[config.mk]
export PLATFORM = sky130hd
export DESIGN_NAME = hp_hud_addr_gen_flat
export DESIGN_NICKNAME = d
export VERILOG_FILES = /design/src/rtl/hp_hud_addr_gen_pkg.sv /design/src/rtl/hp_hud_addr_gen_if.sv /design/src/rtl/hp_hud_addr_gen_blink_ctrl.sv /design/src/rtl/hp_hud_addr_gen.sv /design/src/flat_wrapper.sv
export SDC_FILE = /design/constraint.sdc
export NUM_CORES = 1
export LEC_CHECK = 0
export ABC_AREA = 1
export CORE_MARGIN = 2
export CORE_UTILIZATION = 40
export CTS_CLUSTER_SIZE = 28
export DETAILED_ROUTE_END_ITERATION = 10
export PLACE_DENSITY_LB_ADDON = 0.1
export SYNTH_ARGS = -nofsm -noshare
export SYNTH_HDL_FRONTEND = slang
export SYNTH_SLANG_ARGS = --single-unit
[constraint.sdc]
create_clock -name Clk -period 5.15 [get_ports Clk]
set_input_delay 1.2875 -clock Clk [delete_from_list [all_inputs] [get_ports Clk]]
set_output_delay 1.2875 -clock Clk [all_outputs]
set_load 0.01 [all_outputs]
[src/rtl/hp_hud_addr_gen_pkg.sv]
// Shared constants and types for the lives/health HUD sprite address generator.
// Sprite ROM holds six 96x32 frames, one per lives count, packed back to back.
package hp_hud_addr_gen_pkg;

    localparam int SPR_W       = 96;
    localparam int SPR_H       = 32;
    localparam int FRAME_WORDS = 3072;
    localparam int MAX_LIVES   = 5;
    localparam int ADDR_W      = 15;

    typedef enum logic {BLINK_IDLE, BLINK_ACTIVE} blink_state_t;

    function automatic logic [2:0] clamp_lives(input logic [2:0] lives);
        return (lives > 3'(MAX_LIVES)) ? 3'(MAX_LIVES) : lives;
    endfunction

endpackage

[src/rtl/hp_hud_addr_gen_if.sv]
// Beam, lives, sprite ROM and HUD pixel signals for hp_hud_addr_gen.
// master = video timing / ROM side, slave = the address generator.
import hp_hud_addr_gen_pkg::*;

interface hp_hud_addr_gen_if;
    logic              frame_start;
    logic [9:0]        DrawX;
    logic [9:0]        DrawY;
    logic [2:0]        lives;
    logic [23:0]       rom_data;
    logic [ADDR_W-1:0] read_address;
    logic [23:0]       hud_rgb;
    logic              hud_on;

    modport master (
        output frame_start, DrawX, DrawY, lives, rom_data,
        input  read_address, hud_rgb, hud_on
    );

    modport slave (
        input  frame_start, DrawX, DrawY, lives, rom_data,
        output read_address, hud_rgb, hud_on
    );
endinterface

[src/rtl/hp_hud_addr_gen_blink_ctrl.sv]
// Flashes the HUD for BLINK_FRAMES frames after a life is lost.
// Only instantiated when HUD_BLINK_EN is defined.
import hp_hud_addr_gen_pkg::*;

//  state        | meaning
//  BLINK_IDLE   | no recent life loss, sprite always shown
//  BLINK_ACTIVE | counting frames since the last loss, sprite toggles every BLINK_PERIOD frames
module hud_blink_ctrl #(
    parameter int BLINK_FRAMES = 60,
    parameter int BLINK_PERIOD = 8
) (
    input  logic       Clk,
    input  logic       Reset,
    input  logic       frame_start,
    input  logic [2:0] lives_q,
    input  logic [2:0] lives_next,
    output logic       show
);
    localparam int FCNT_W    = $clog2(BLINK_FRAMES);
    localparam int PHASE_BIT = $clog2(BLINK_PERIOD);

    blink_state_t      state_q, state_d;
    logic [FCNT_W-1:0] fcnt_q, fcnt_d;

    always_ff @(posedge Clk) begin
        if (Reset) begin
            state_q <= BLINK_IDLE;
            fcnt_q  <= '0;
        end else begin
            state_q <= state_d;
            fcnt_q  <= fcnt_d;
        end
    end

    always_comb begin
        state_d = state_q;
        fcnt_d  = fcnt_q;
        show    = 1'b1;
        if (frame_start) begin
            if (lives_next < lives_q) begin
                state_d = BLINK_ACTIVE;
                fcnt_d  = '0;
            end else if (lives_next > lives_q) begin
                // game restart: stop flashing right away
                state_d = BLINK_IDLE;
                fcnt_d  = '0;
            end else if (state_q == BLINK_ACTIVE) begin
                if (fcnt_q == FCNT_W'(BLINK_FRAMES - 1)) begin
                    state_d = BLINK_IDLE;
                    fcnt_d  = '0;
                end else begin
                    fcnt_d = fcnt_q + 1'b1;
                end
            end
        end
        if (state_q == BLINK_ACTIVE) begin
            show = ~fcnt_q[PHASE_BIT];
        end
    end
endmodule

[src/rtl/hp_hud_addr_gen.sv]
// Beam-to-sprite-ROM address generator with 2-cycle pixel alignment for the lives HUD.
// Optional flashing after a life is lost is enabled by defining HUD_BLINK_EN.
import hp_hud_addr_gen_pkg::*;

module hp_hud_addr_gen #(
    parameter int HUD_X0       = 16,
    parameter int HUD_Y0       = 16,
    parameter int BLINK_FRAMES = 60,
    parameter int BLINK_PERIOD = 8
) (
    input  logic               Clk,
    input  logic               Reset,
    hp_hud_addr_gen_if.slave   bus
);
    logic [2:0]        lives_next;
    logic [2:0]        lives_q;
    logic [2:0]        lives_lost;
    logic [9:0]        dx, dy;
    logic              in_rgn;
    logic [ADDR_W-1:0] base, row_off, addr_next;
    logic [ADDR_W-1:0] read_address_q;
    logic              vis_d1, vis_d2;
    logic [23:0]       hud_rgb_q;
    logic              show;

    assign lives_next = clamp_lives(bus.lives);

    // Unsigned wrap makes pixels left of / above the sprite fail the compare.
    assign dx     = bus.DrawX - 10'(HUD_X0);
    assign dy     = bus.DrawY - 10'(HUD_Y0);
    assign in_rgn = (dx < 10'(SPR_W)) && (dy < 10'(SPR_H));

    // base = lives_lost*3072, row_off = dy*96, both as shift-adds
    assign lives_lost = 3'(MAX_LIVES) - lives_q;
    assign base       = (ADDR_W'(lives_lost) << 11) + (ADDR_W'(lives_lost) << 10);
    assign row_off    = (ADDR_W'(dy) << 6) + (ADDR_W'(dy) << 5);
    assign addr_next  = in_rgn ? (base + row_off + ADDR_W'(dx)) : base;

    always_ff @(posedge Clk) begin
        if (Reset) begin
            lives_q        <= 3'(MAX_LIVES);
            read_address_q <= '0;
            vis_d1         <= 1'b0;
            vis_d2         <= 1'b0;
            hud_rgb_q      <= '0;
        end else begin
            if (bus.frame_start) begin
                lives_q <= lives_next;
            end
            read_address_q <= addr_next;
            vis_d1         <= in_rgn;
            vis_d2         <= vis_d1;
            hud_rgb_q      <= vis_d1 ? bus.rom_data : '0;
        end
    end

`ifdef HUD_BLINK_EN
    hud_blink_ctrl #(
        .BLINK_FRAMES (BLINK_FRAMES),
        .BLINK_PERIOD (BLINK_PERIOD)
    ) u_blink (
        .Clk         (Clk),
        .Reset       (Reset),
        .frame_start (bus.frame_start),
        .lives_q     (lives_q),
        .lives_next  (lives_next),
        .show        (show)
    );
`else
    logic unused_blink_cfg;
    assign unused_blink_cfg = ^{BLINK_FRAMES, BLINK_PERIOD};
    assign show             = 1'b1;
`endif

    assign bus.read_address = read_address_q;
    assign bus.hud_rgb      = hud_rgb_q;
    assign bus.hud_on       = vis_d2 && show;
endmodule
[src/flat_wrapper.sv]
// flat-port wrapper written by rule: the top's interface ports become plain ports
module hp_hud_addr_gen_flat 
#(
    parameter int HUD_X0       = 16,
    parameter int HUD_Y0       = 16,
    parameter int BLINK_FRAMES = 60,
    parameter int BLINK_PERIOD = 8
)
  (Clk, Reset, bus_frame_start, bus_DrawX, bus_DrawY, bus_lives, bus_rom_data, bus_read_address, bus_hud_rgb, bus_hud_on);
  hp_hud_addr_gen_if bus_i ();
  input  logic Clk;
  input  logic Reset;
  input wire logic [$bits(bus_i.frame_start)-1:0] bus_frame_start;
  input wire logic [$bits(bus_i.DrawX)-1:0] bus_DrawX;
  input wire logic [$bits(bus_i.DrawY)-1:0] bus_DrawY;
  input wire logic [$bits(bus_i.lives)-1:0] bus_lives;
  input wire logic [$bits(bus_i.rom_data)-1:0] bus_rom_data;
  output wire logic [$bits(bus_i.read_address)-1:0] bus_read_address;
  output wire logic [$bits(bus_i.hud_rgb)-1:0] bus_hud_rgb;
  output wire logic [$bits(bus_i.hud_on)-1:0] bus_hud_on;
  assign bus_i.frame_start = bus_frame_start;
  assign bus_i.DrawX = bus_DrawX;
  assign bus_i.DrawY = bus_DrawY;
  assign bus_i.lives = bus_lives;
  assign bus_i.rom_data = bus_rom_data;
  assign bus_read_address = bus_i.read_address;
  assign bus_hud_rgb = bus_i.hud_rgb;
  assign bus_hud_on = bus_i.hud_on;
  hp_hud_addr_gen #(.HUD_X0(HUD_X0), .HUD_Y0(HUD_Y0), .BLINK_FRAMES(BLINK_FRAMES), .BLINK_PERIOD(BLINK_PERIOD)) u_core (.Clk(Clk), .Reset(Reset), .bus(bus_i));
endmodule
==> out/results.ini, run 1 <==
[critical_path]
start_kind = primary input
critPathSlowestCell = clkdlybuf4s50_1
reg2reg_slack_ns = 2.32
critPathArrivalTime_ns = 4.19
cp_max_fo = 5
worst_setup_path_end_kind = flip-flop
critical_path_class = in -> reg
cpPeakStageDelay_ns = 0.54
path_cells = clkdlybuf4s50_1 -> inv_2 -> ha_1 -> nand2_1 -> nand2_2 -> fa_1 -> ha_1 -> inv_1 -> fa_1 -> o21ai_0 -> a21oi_1 -> nand3_1 -> nand2_1 -> nor2_1 -> nor2_1
cp.required_ns = 5.34

[yosys]
syn_nets = 380
seq_area_frac_synth_pct = 36.7
synthDistinctLibCells = 29
syn_area_mm2 = 0.00240
synthTopCellsByArea = dfxtp_1 37%, inv_1 10%, nand2_1 8.0%
async_reset_ff_share_pct = 0
ys.flop_type = dfxtp_1
ys_ff_latch = 44
yosys.area.top_type = dfxtp_1
yosysMostFrequentCell = inv_1
netlist_top_cells_count = 67 x inv_1, 51 x nand2_1, 44 x dfxtp_1
synth_edf_count = 0
netlist_instances = 309
avgSynthCellArea_um2 = 7.77
yosysWarnings = 0
synth_top_area_share_pct = 36.7

[cts]
postCtsSetupBuffers = 0
cts_buffers = 5
clockBufferDepth = 2
cts_sinks = 44
cts_root_buf = clkbuf_8
path_clk_slew_ns = 0.07
cts_tree = built
clock_latency_ns = 0.29
ctsResizeCount = 0
holdBufCountCts = 0
htreeDepth = 2

[floorplan]
placeableCoreArea_mm2 = 0.00585
rows = 28
boundaryPins = 90
die_area_mm2 = 0.00664
dieWidth_um = 81.5
die_y_um = 81.5
start_util_pct = 41.1

[global_route]
grt_pass1_wl_um = 7230
grt.overflow.total = 0
grt_start_max_net_pins = 26
gr-usage-all-layers_pct = 14.0
grt_pass1_vias = 1775
grt_antenna_before_repair = 0

[placed_design]
place_congestion = 0.796
dpl_cell_area_mm2 = 0.00336
dp.cells = 470
place_ws_ns = 0.840
hpwlAfterDp_um = 3890
port-buffer-count = 89

[sta]
finalCritPeriodShare_pct = 77.8
setup_tns_ns = 0
tightest_slew_ns = 0.789
clock_skew_ns = 0.00466
maxSlewViolCount = 0
layout_setup_ws_ns = 1.14
hold_violations = 0
finalCriticalPeriod_ns = 4.01
rsz0062_at_grt = false
setup_viol = 0
fmax_mhz = 250
worst_slew_margin_rel_pct = 47.3

[power_and_ir_drop]
ir_drop_uv = 136
comb_power_share_pct = 30.1
clockPowerShare_pct = 30.4
swShare_pct = 29.1
p_per_area_mw_per_mm2 = 253
p_sw_w = 0.000256
p_int_w = 0.000625
power_leakage_nw = 1.71
seqPwrFrac_pct = 39.5

[finish]
fin_nets = 473
post-route-cell-area_mm2 = 0.00348
drive_gt1_share_pct = 9.93
finalCoreUtilization_pct = 59.5
instances_no_fill = 478
num_antenna_cells = 0
regArea_um2 = 881
num-fill-cells = 558
area_growth_syn_to_layout_pct = 44.9
multiInputGateArea_mm2 = 0.00122

[routing]
drc_errors = 0
drtPass1Iterations = 4
drt_iter0_markers = 34
routed_wl_um = 4630
vias = 2045
via_per_inst = 4.28
ant_nets = 0
drt-wirelength-per-cell_um = 9.68

[job]
maxCapViolations = 0

[status]
status = finished, final reports clean

[min_path]
hp-class = reg -> reg

## critical path: cells and delay by family
family	cells	cell delay [ns]
compound gates	2	0.46
simple gates	6	0.43
fa+ha+maj	4	1.32
buf+inv	3	0.68
## power groups by stage
stage / combinational, W / clock, W / sequential (W)
final: 0.000265 / 0.000268 / 0.000348
after global routing: 0.000303 / 0.000292 / 0.000349
after CTS: 0.000267 / 0.000279 / 0.000348
after detailed placement: 0.000266 / 0 / 0.000356
after global placement: 0.000261 / 0 / 0.000356
after floorplan: 0.000179 / 0 / 0.000357
## layout by cell type, fill, tap and decap left out, types with 6 or more instances in the layout
master and instances:
nor2_4 11, inv_2 6, nand2_1 51, nor2_1 41, clkbuf_8 6, dfxtp_1 44
inv_1 67, clkdlybuf4s50_1 89, a21oi_1 9, fa_1 8, nand3_1 15, ha_1 13
## logic make-up (layout without fill, tap and decap cells)
logic type / count (synthesis) / in the layout / synth area share (%)
AOI/OAI and AO/OA: 18 / 18 / 4.17
DFF: 44 / 44 / 36.7
and+or+nand+nor: 140 / 140 / 29.6
xor gates and xnor gates: 8 / 8 / 2.92
muxes: 1 / 1 / 0.469
adders and majority gates: 21 / 21 / 13.4
buffers and inverters: 77 / 171 / 12.7
## stage by stage
step | power, W | hold slack, ns
final | 0.000881 | 0.518
after global routing | 0.000943 | 0.566
after CTS | 0.000894 | 0.525
after detailed placement | 0.000621 | 0.512
after global placement | 0.000617 | 0.507
after floorplan | 0.000537 | 0.481
## sequential cells by signal, summed over array words and instances, names as in the netlist
name	cells
u_core.bus.hud_rgb	24
u_core.bus.read_address	15
u_core.lives_q	3
u_core.bus.hud_on	1
u_core.vis_d1	1
## worst paths after layout
path | from | end | cells after the start
worst min register to register | u_core.lives_q[2]$_SDFFE_PP1P_ | u_core.lives_q[2]$_SDFFE_PP1P_ | 2
worst max-delay path | bus_DrawX[4] | u_core.bus.read_address[14]$_SDFF_PP0_ | 15
worst min-delay path | u_core.lives_q[2]$_SDFFE_PP1P_ | u_core.lives_q[2]$_SDFFE_PP1P_ | 2
worst max register to register | u_core.lives_q[0]$_SDFFE_PP1P_ | u_core.bus.read_address[14]$_SDFF_PP0_ | 13
## area by class of cell
type / count / share of cell area (%)
Inverter: 74 / 7.98
Clock buffer: 6 / 2.37
Timing Repair Buffer: 89 / 25.6
Sequential cell: 44 / 25.3
Tap cell: 75 / 2.70
Multi-Input combinational cell: 188 / 34.9
Clock inverter: 2 / 1.11
## layer usage
metal | routed length (um) | share of wire [%] | GRT usage (%)
met1 | 2060 | 45 | 15.5
met2 | 2150 | 47 | 25.2
met3 | 331 | 7.2 | 3.52
met4 | 81 | 1.8 | 6.27
met5 | 0 | 0 | 0
Power figures use the tool's default switching activity.
==> run 2, diff against run 1 <==
==> constraint.sdc (replaced) <==
create_clock -name Clk -period 3.47 [get_ports Clk]
set_input_delay 0.8675 -clock Clk [delete_from_list [all_inputs] [get_ports Clk]]
set_output_delay 0.8675 -clock Clk [all_outputs]
set_load 0.01 [all_outputs]
==> run 2 against run 1 <==
Against the previous run: routed wire length grew 4.5%; combinational power up 73%; critical path depth rose by 1; cell area grew 5.4%; first-iteration DRC count grew 74%; setup slack got worse by 1.0 ns; hold slack worse by 0.0044 ns; total power up 55%; global-route usage rose by 0.99 points; core utilization is 3.2 points higher; clock power is 46% higher; critical endpoint unchanged.
==> out/results.ini, run 2 (synthesized netlist as in run 1, its figures left out) <==
[status]
status = finished, final reports clean

[sta]
maxSlewViolCount = 0
clock_skew_ns = 0.00451
worst_slew_margin_rel_pct = 48.1
setup_viol = 0
tightest_slew_ns = 0.777
fmax_mhz = 299
finalCritPeriodShare_pct = 96.5
hold_violations = 0
finalCriticalPeriod_ns = 3.35

[finish]
layout_commonest_cell = clkdlybuf4s50_1
num-fill-cells = 535
num_antenna_cells = 0
drive_gt1_share_pct = 15.7
fin_nets = 498
area_growth_syn_to_layout_pct = 52.7
regArea_um2 = 881
final_cell_mix = 89 x clkdlybuf4s50_1, 67 x inv_1, 51 x nand2_1
finalCoreUtilization_pct = 62.7
largest_reg_flops = 24
instances_no_fill = 503
multiInputGateArea_mm2 = 0.00122

[critical_path]
critPathArrivalTime_ns = 3.54
cp_max_fo = 3
critical_path_class = in -> reg
cp.required_ns = 3.66
start_kind = primary input
worst_setup_path_end_kind = flip-flop

[power_and_ir_drop]
power_leakage_nw = 1.82
p_per_area_mw_per_mm2 = 372
ir_drop_uv = 262

[cts]
path_clk_slew_ns = 0.08
cts_root_buf = clkbuf_8
clock_latency_ns = 0.29
cts_buffers = 5
clockBufferDepth = 2
cts_sinks = 44
htreeDepth = 2
cts_tree = built

[placed_design]
port-buffer-count = 89
place_congestion = 0.786
dp.cells = 495
hpwlAfterDp_um = 4010

[routing]
via_per_inst = 4.19
drc_errors = 0
drt_iter0_markers = 59
ant_nets = 0
drtPass1Iterations = 4
vias = 2106
drt-wirelength-per-cell_um = 9.61
routed_wl_um = 4830

[global_route]
grt_start_max_net_pins = 26
gr-usage-all-layers_pct = 15.0
grt_antenna_before_repair = 0
grt_pass1_vias = 1885
grt_pass1_wl_um = 7850
grt.overflow.total = 0

[floorplan]
boundaryPins = 90
start_util_pct = 41.1
die_area_mm2 = 0.00664
placeableCoreArea_mm2 = 0.00585
dieWidth_um = 81.5
rows = 28
die_y_um = 81.5

[job]
maxCapViolations = 0

[min_path]
hp-class = reg -> reg

[run 2: cell count changes in the layout (fill, tap and decap cells not counted), sizes merged]
cell | before | now
buf | 0 | 25
clkbuf | 6 | 5
clkinv | 2 | 1
clkinvlp | 0 | 1
inv | 73 | 74
[run 2: final timing paths]
path                                   from                                endpoint  slack [ns]  depth (start not counted)
max                            bus_DrawX[4]  u_core.bus.read_address[14]$_SDFF_PP0_        0.12                         16
max reg2reg  u_core.lives_q[0]$_SDFFE_PP1P_  u_core.bus.read_address[14]$_SDFF_PP0_        0.70                         13
min          u_core.lives_q[2]$_SDFFE_PP1P_          u_core.lives_q[2]$_SDFFE_PP1P_        0.51                          2
min reg2reg  u_core.lives_q[2]$_SDFFE_PP1P_          u_core.lives_q[2]$_SDFFE_PP1P_        0.51                          2
[run 2: timing repair]
action                     4_1_cts  5_1_grt
hold endpoints to repair         0        0
hold buffers                     0        0
setup endpoints to repair        1        3
buffers inserted                 0        0
resized for setup                1        3
gates cloned                     0        0
pin swaps                        0        0
[run 2: critical path, cell delays in order]
cell	delay, ns
clkdlybuf4s50_1	0.50
inv_2	0.05
ha_1	0.22
nand2_1	0.09
nand2_2	0.06
fa_1	0.50
ha_1	0.18
inv_1	0.06
fa_2	0.37
o21ai_2	0.17
buf_4	0.13
a21oi_1	0.07
nand3_1	0.08
nand2_1	0.05
nor2_1	0.09
nor2_1	0.04
[run 2: area by class of cell]
cell class	count	area share, %
Multi-Input combinational cell	188	33.3
Timing Repair Buffer	114	29.4
Sequential cell	44	24.0
Inverter	74	7.57
Tap cell	75	2.56
Clock buffer	5	1.88
Clock inverter	3	1.26
[run 2: stage by stage]
step | hold slack [ns] | power [W] | TNS [ns] | setup WS (ns) | instance area, um2
final | 0.514 | 0.00137 | 0 | 0.122 | 3670
after floorplan | 0.481 | 0.000797 | 0 | 0.359 | 2400
after CTS | 0.517 | 0.00138 | 0 | 0.0487 | 3660
after global routing | 0.564 | 0.00147 | -0.00368 | -0.00368 | 3670
after detailed placement | 0.504 | 0.000982 | -1.19 | -0.354 | 3550
after global placement | 0.503 | 0.000973 | -0.599 | -0.198 | 3550
[run 2: power by group]
part | internal, W | switching, W | total [W]
combinational | 0.000231 | 0.000226 | 0.000458
clock | 0.000217 | 0.000175 | 0.000392
sequential | 0.000512 | 0.00000363 | 0.000516
[run 2: layer usage]
| layer | track usage (%) | vias to the layer above | part of all wire [%] |
|---|---|---|---|
| met2 | 27.3 | 56 | 49 |
| met4 | 4.58 | 0 | 0.66 |
| met3 | 3.08 | 2 | 7.1 |
| met5 | 0 | - | 0 |
| li1 | - | 1152 | - |
| met1 | 17.6 | 896 | 44 |
